## config.mk

```make
export PLATFORM = sky130hd
export DESIGN_NAME = serial_adder
export DESIGN_NICKNAME = d
export VERILOG_FILES = /design/src/rtl/serial_adder.sv
export SDC_FILE = /design/constraint.sdc
export NUM_CORES = 1
export LEC_CHECK = 0
export ABC_AREA = 1
export CAP_MARGIN = 20
export CORE_MARGIN = 1
export CORE_UTILIZATION = 46
export CTS_CLUSTER_DIAMETER = 60
export DETAILED_ROUTE_END_ITERATION = 16
export GPL_ROUTABILITY_DRIVEN = 0
export PLACE_DENSITY = 0.78
export SYNTH_ARGS = -nofsm -noshare
export SYNTH_HDL_FRONTEND = slang
export SYNTH_SLANG_ARGS = --single-unit
export TNS_END_PERCENT = 30
```

## constraint.sdc

```tcl
create_clock -name clk -period 2.7 [get_ports clk]
set_input_delay 0.27 -clock clk [delete_from_list [all_inputs] [get_ports clk]]
set_output_delay 0.27 -clock clk [all_outputs]
set_load 0.03 [all_outputs]
```

## src/rtl/serial_adder.sv

```systemverilog
// serial_adder: digit-serial N-bit add/sub engine that handles DIGIT bits per clock.
// It uses valid/ready handshakes on both sides and produces sum, carry and the zero/negative/overflow flags.
module serial_adder #(
    parameter int WIDTH = 16,
    parameter int DIGIT = 4
) (
    input  logic             clk,
    input  logic             rst_n,
    input  logic             in_valid,
    output logic             in_ready,
    input  logic [WIDTH-1:0] a,
    input  logic [WIDTH-1:0] b,
    input  logic [1:0]       op,
    input  logic             cin,
    output logic             out_valid,
    input  logic             out_ready,
    output logic [WIDTH-1:0] sum,
    output logic             carry,
    output logic             overflow,
    output logic             zero,
    output logic             negative
);
    localparam int NSTEPS = WIDTH / DIGIT;
    localparam int SW = (NSTEPS > 1) ? $clog2(NSTEPS) : 1;
    localparam logic [SW-1:0] LAST_STEP = SW'(NSTEPS - 1);

    generate
        if (WIDTH % DIGIT != 0) begin : g_badWidth
            $fatal(1, "serial_adder: WIDTH must be an integer multiple of DIGIT");
        end
    endgenerate

    typedef enum logic [1:0] {
        IDLE,
        RUN,
        DONE
    } state_t;

    state_t           r_state;
    state_t           w_nextState;
    logic [WIDTH-1:0] r_opA;
    logic [WIDTH-1:0] r_opB;
    logic             r_carryIn;
    logic [SW-1:0]    r_step;
    logic [WIDTH-1:0] r_sum;
    logic             r_carry;
    logic             r_overflow;
    logic             r_zero;
    logic             r_negative;

    int               w_base;
    logic [DIGIT-1:0] w_sliceA;
    logic [DIGIT-1:0] w_sliceB;
    logic [DIGIT:0]   w_digitSum;
    logic [WIDTH-1:0] w_fullSum;

    // One digit of the addition, merged into the partial sum so the last step sees the complete result.
    always_comb begin
        w_base     = int'(r_step) * DIGIT;
        w_sliceA   = r_opA[w_base +: DIGIT];
        w_sliceB   = r_opB[w_base +: DIGIT];
        w_digitSum = {1'b0, w_sliceA} + {1'b0, w_sliceB} + {{DIGIT{1'b0}}, r_carryIn};
        w_fullSum  = r_sum;
        w_fullSum[w_base +: DIGIT] = w_digitSum[DIGIT-1:0];
    end

    always_ff @(posedge clk or negedge rst_n) begin
        if (!rst_n) begin
            r_state <= IDLE;
        end else begin
            r_state <= w_nextState;
        end
    end

    always_comb begin
        w_nextState = r_state;
        in_ready    = 1'b0;
        out_valid   = 1'b0;
        case (r_state)
            IDLE: begin
                in_ready = 1'b1;
                if (in_valid) begin
                    w_nextState = RUN;
                end
            end
            RUN: begin
                if (r_step == LAST_STEP) begin
                    w_nextState = DONE;
                end
            end
            DONE: begin
                out_valid = 1'b1;
                if (out_ready) begin
                    w_nextState = IDLE;
                end
            end
            default: w_nextState = IDLE;
        endcase
    end

    // Subtraction is folded into addition at accept time: B is inverted and the carry-in seeded with 1.
    always_ff @(posedge clk or negedge rst_n) begin
        if (!rst_n) begin
            r_opA      <= '0;
            r_opB      <= '0;
            r_carryIn  <= 1'b0;
            r_step     <= '0;
            r_sum      <= '0;
            r_carry    <= 1'b0;
            r_overflow <= 1'b0;
            r_zero     <= 1'b0;
            r_negative <= 1'b0;
        end else begin
            case (r_state)
                IDLE: begin
                    if (in_valid) begin
                        r_opA  <= a;
                        r_step <= '0;
                        case (op)
                            2'b00: begin
                                r_opB     <= b;
                                r_carryIn <= 1'b0;
                            end
                            2'b01: begin
                                r_opB     <= ~b;
                                r_carryIn <= 1'b1;
                            end
                            2'b10: begin
                                r_opB     <= '0;
                                r_carryIn <= 1'b1;
                            end
                            default: begin
                                r_opB     <= b;
                                r_carryIn <= cin;
                            end
                        endcase
                    end
                end
                RUN: begin
                    r_sum     <= w_fullSum;
                    r_carryIn <= w_digitSum[DIGIT];
                    r_step    <= r_step + 1'b1;
                    if (r_step == LAST_STEP) begin
                        r_carry    <= w_digitSum[DIGIT];
                        r_overflow <= (r_opA[WIDTH-1] == r_opB[WIDTH-1]) &&
                                      (w_fullSum[WIDTH-1] != r_opA[WIDTH-1]);
                        r_zero     <= (w_fullSum == '0);
                        r_negative <= w_fullSum[WIDTH-1];
                    end
                end
                default: ;
            endcase
        end
    end

    assign sum      = r_sum;
    assign carry    = r_carry;
    assign overflow = r_overflow;
    assign zero     = r_zero;
    assign negative = r_negative;

endmodule
```

==> impl_metrics.json <==
{
  "status": "finished with violations",
  "violations": "design-rule violations",
  "drive_above_1_share_pct": 11.1,
  "start_util_pct": 48.6,
  "clock_path_buffers": 2,
  "grt_max_degree": 45,
  "finalCriticalPeriod_ns": 2.66,
  "share_seq_of_total_power_pct": 26.6,
  "yosysSeqAreaShare_pct": 45.2,
  "multiInputGateArea_sq_mm": 0.00157,
  "vdd_drop_max_mv": 0.652,
  "drt-met1-wl_um": 3360,
  "htreeDepth": 3,
  "grt_pass1_wl_um": 12400,
  "fmax_mhz": 377,
  "intPower_mw": 3.17,
  "synth_edf_count": 0,
  "p_clk_share_pct": 15.3,
  "r2r.worst_path.cells": 16,
  "cp-startpoint": "r_step[0]$_DFFE_PN0P_",
  "grt_overflow_total": 0,
  "antenna_cells": 0,
  "dr_wl_met2_um": 3530,
  "cap_viol_max_count": 0,
  "cp-endpoint": "zero$_DFFE_PN0P_",
  "final_max_slew_viol_count": 0,
  "syn_to_final_growth_pct": 33.3,
  "utilization_pct": 64.8,
  "start_kind": "flip-flop",
  "die_area_sq_mm": 0.00720,
  "synth_area_sq_mm": 0.00316,
  "wl_met3_um": 400,
  "crit_buf_inv": 2,
  "vias_per_cell": 5.26,
  "critPathMaxFanout": 10,
  "slew_headroom_pct": 56.1,
  "fin_crit_sh_pct": 98.4,
  "power.switching_mw": 2.65,
  "setup_viol": 0,
  "crit_chain": "inv_4 > o21ai_0 > o22ai_2 > fa_2 > inv_2 > fa_2 > nor2_4 > nand3_2 > nand2_1 > nor2_1 > nand2_1 > nor2_1 > nand2_1 > nor2_1 > nand3_1 > nand2_1",
  "slowest_delay_ns": 0.47,
  "drtIter0Drc": 203,
  "fill_cells": 557,
  "cpLargestDelayFamily": "adder cells",
  "postSynthAreaPerCell_sq_um": 7.72,
  "p_leak_nw": 1.97,
  "worst_pin_slew_ns": 0.658,
  "core_area_sq_mm": 0.00649,
  "placementRows": 29,
  "path_common_cell": "nand2_1",
  "critPathRequiredTime_ns": 2.93,
  "combPwrFrac_pct": 58.0,
  "top_layer": "met4",
  "synth.most_common_cell": "nand2_1",
  "num_io_pins": 61,
  "rsz0062_at_grt": "yes",
  "r2r_start": "r_step[0]$_DFFE_PN0P_",
  "clock_sinks": 57,
  "async_flop_share_pct": 100,
  "rrSetupSlack_ns": 0.04,
  "dpl.hpwl_um": 5460,
  "worst-path-stages": 16,
  "yosys_register_bits": 57,
  "end_kind": "flip-flop",
  "clk_pin_slew_ns": 0.06,
  "wire_per_inst_um": 13.2,
  "antenna_found_initial": 0,
  "die_h_um": 84.8,
  "syn_inst": 409,
  "yosys.area.top_type": "dfrtp_1",
  "cts_buffers": 9,
  "routed-via-count": 2960,
  "swShare_pct": 45.5,
  "min_path_type": "in2reg",
  "ys_top_cells_by_count": "nand2_1 (139), dfrtp_1 (57), nor2_1 (44)",
  "finalNonFillerCells": 563,
  "ff_latch_area_sq_mm": 0.00143,
  "numPortBuffers": 60,
  "r2r-end": "zero$_DFFE_PN0P_",
  "cts_root_buffer": "clkbuf_8",
  "synth_top_area_share_pct": 45.2,
  "tns_ns": 0,
  "detail_route.first_pass.iterations": 11,
  "syn_nets": 461,
  "grt_pass1_vias": 2784,
  "ys_types": 28,
  "fin_nets": 533,
  "slowest_stage": "fa_2",
  "die_x_um": 84.8,
  "antenna_left": 0,
  "cp_data_arrival_time_ns": 2.89,
  "synth_area_leaders": "dfrtp_1 (45%), nand2_1 (17%), nor2_1 (5.2%), o21ai_0 (4.4%), ha_1 (4.4%)",
  "clock_latency_ns": 0.35,
  "drc": 6,
  "clock_skew_ns": 0.00690,
  "placedCellCount": 539,
  "grt_usage_pct": 22.1,
  "worstSetupPathType": "reg2reg",
  "powerDensity_mw_per_mm2": 1380,
  "yosys_most_used_dff": "dfrtp_1",
  "yosysWarnings": 0,
  "cts_tree": "built",
  "drt_wl_total_um": 7450,
  "final_hold_viol_count": 0
}
[state kept, by name, indices dropped and copies added, names as in the netlist]
register / count
r_step: 2
overflow: 1
r_carryIn: 1
r_state: 2
r_opB: 16
negative: 1
r_opA: 16
zero: 1
carry: 1
sum: 16
[layout by cell type, fill, tap and decap left out, types with 3 or more instances in the layout]
cell and instances:
a21oi_1 4, a31oi_1 8, buf_4 14, clkbuf_1 3, clkbuf_8 11, clkdlybuf4s50_1 59, dfrtp_1 56, ha_1 11
inv_1 29, inv_2 3, nand2_1 139, nand3_1 10, nand3_2 3, nor2_1 43, o211ai_1 15, o21a_1 15
o21ai_0 26, o21ai_1 3, o22ai_1 4
[power groups by stage]
stage	logic (mW)	registers, mW	clock network [mW]
finish	3.37	1.55	0.891
global route	3.75	1.60	0.944
CTS	3.11	1.53	0.909
detailed placement	3.09	1.54	0
global placement	3.01	1.53	0
floorplan	2.00	1.70	0
[stage by stage]
stage / instance area (sq um) / power (mW) / hold slack, ns / setup WS [ns]
after CTS: 4100 / 5.55 / 0.445 / 0.0502
after detailed placement: 3860 / 4.64 / 0.313 / 0.0771
final: 4210 / 5.81 / 0.457 / 0.0441
after global placement: 3860 / 4.54 / 0.311 / 0.169
after global routing: 4210 / 6.29 / 0.469 / -0.119
after floorplan: 3160 / 3.69 / -0.0256 / 0.0121
[layer usage]
metal,GRT usage (%),up-vias
li1,-,1480
met1,27.4,1353
met2,36.0,104
met3,6.52,23
met4,10.0,0
met5,0,-
[worst min-delay path by stage]
stage | to | slack, ns | cells after the start | from
CTS | r_opA[5]$_DFFE_PN0P_ | 0.45 | 3 | a[5]
global placement | r_state[1]$_DFFE_PN0P_ | 0.31 | 1 | rst_n
detailed placement | carry$_DFFE_PN0P_ | 0.31 | 1 | rst_n
finish | r_opA[5]$_DFFE_PN0P_ | 0.46 | 3 | a[5]
floorplan | carry$_DFFE_PN0P_ | -0.03 | 0 | rst_n
global route | r_opA[5]$_DFFE_PN0P_ | 0.47 | 3 | a[5]
[cells by family after synthesis]
family / share of synthesized area [%]
and+or+nand+nor: 25.6
AOI/OAI and AO/OA: 16.8
buffers and inverters: 6.82
adders and majority gates: 5.63
DFF: 45.2
[tightest hold or removal path, cell delays in order]
cell	delay, ns
clkdlybuf4s50_1	0.39
nand2_1	0.06
nand2_1	0.04
[what timing repair did]
action,4_1_cts,5_1_grt
endpoints found under the hold margin,26,0
setup endpoints to repair,0,2
resized for setup,0,19
hold buffers,1,0
setup buffers,0,7
[area by class of cell]
class	count	area share, %
multi-input combinational	301	37.2
clock inverter	2	1.43
tap	77	2.29
sequential	57	33.9
clock buffer	14	3.87
timing repair buffer	78	18.1
inverter	34	3.15
Power figures use the tool's default switching activity.
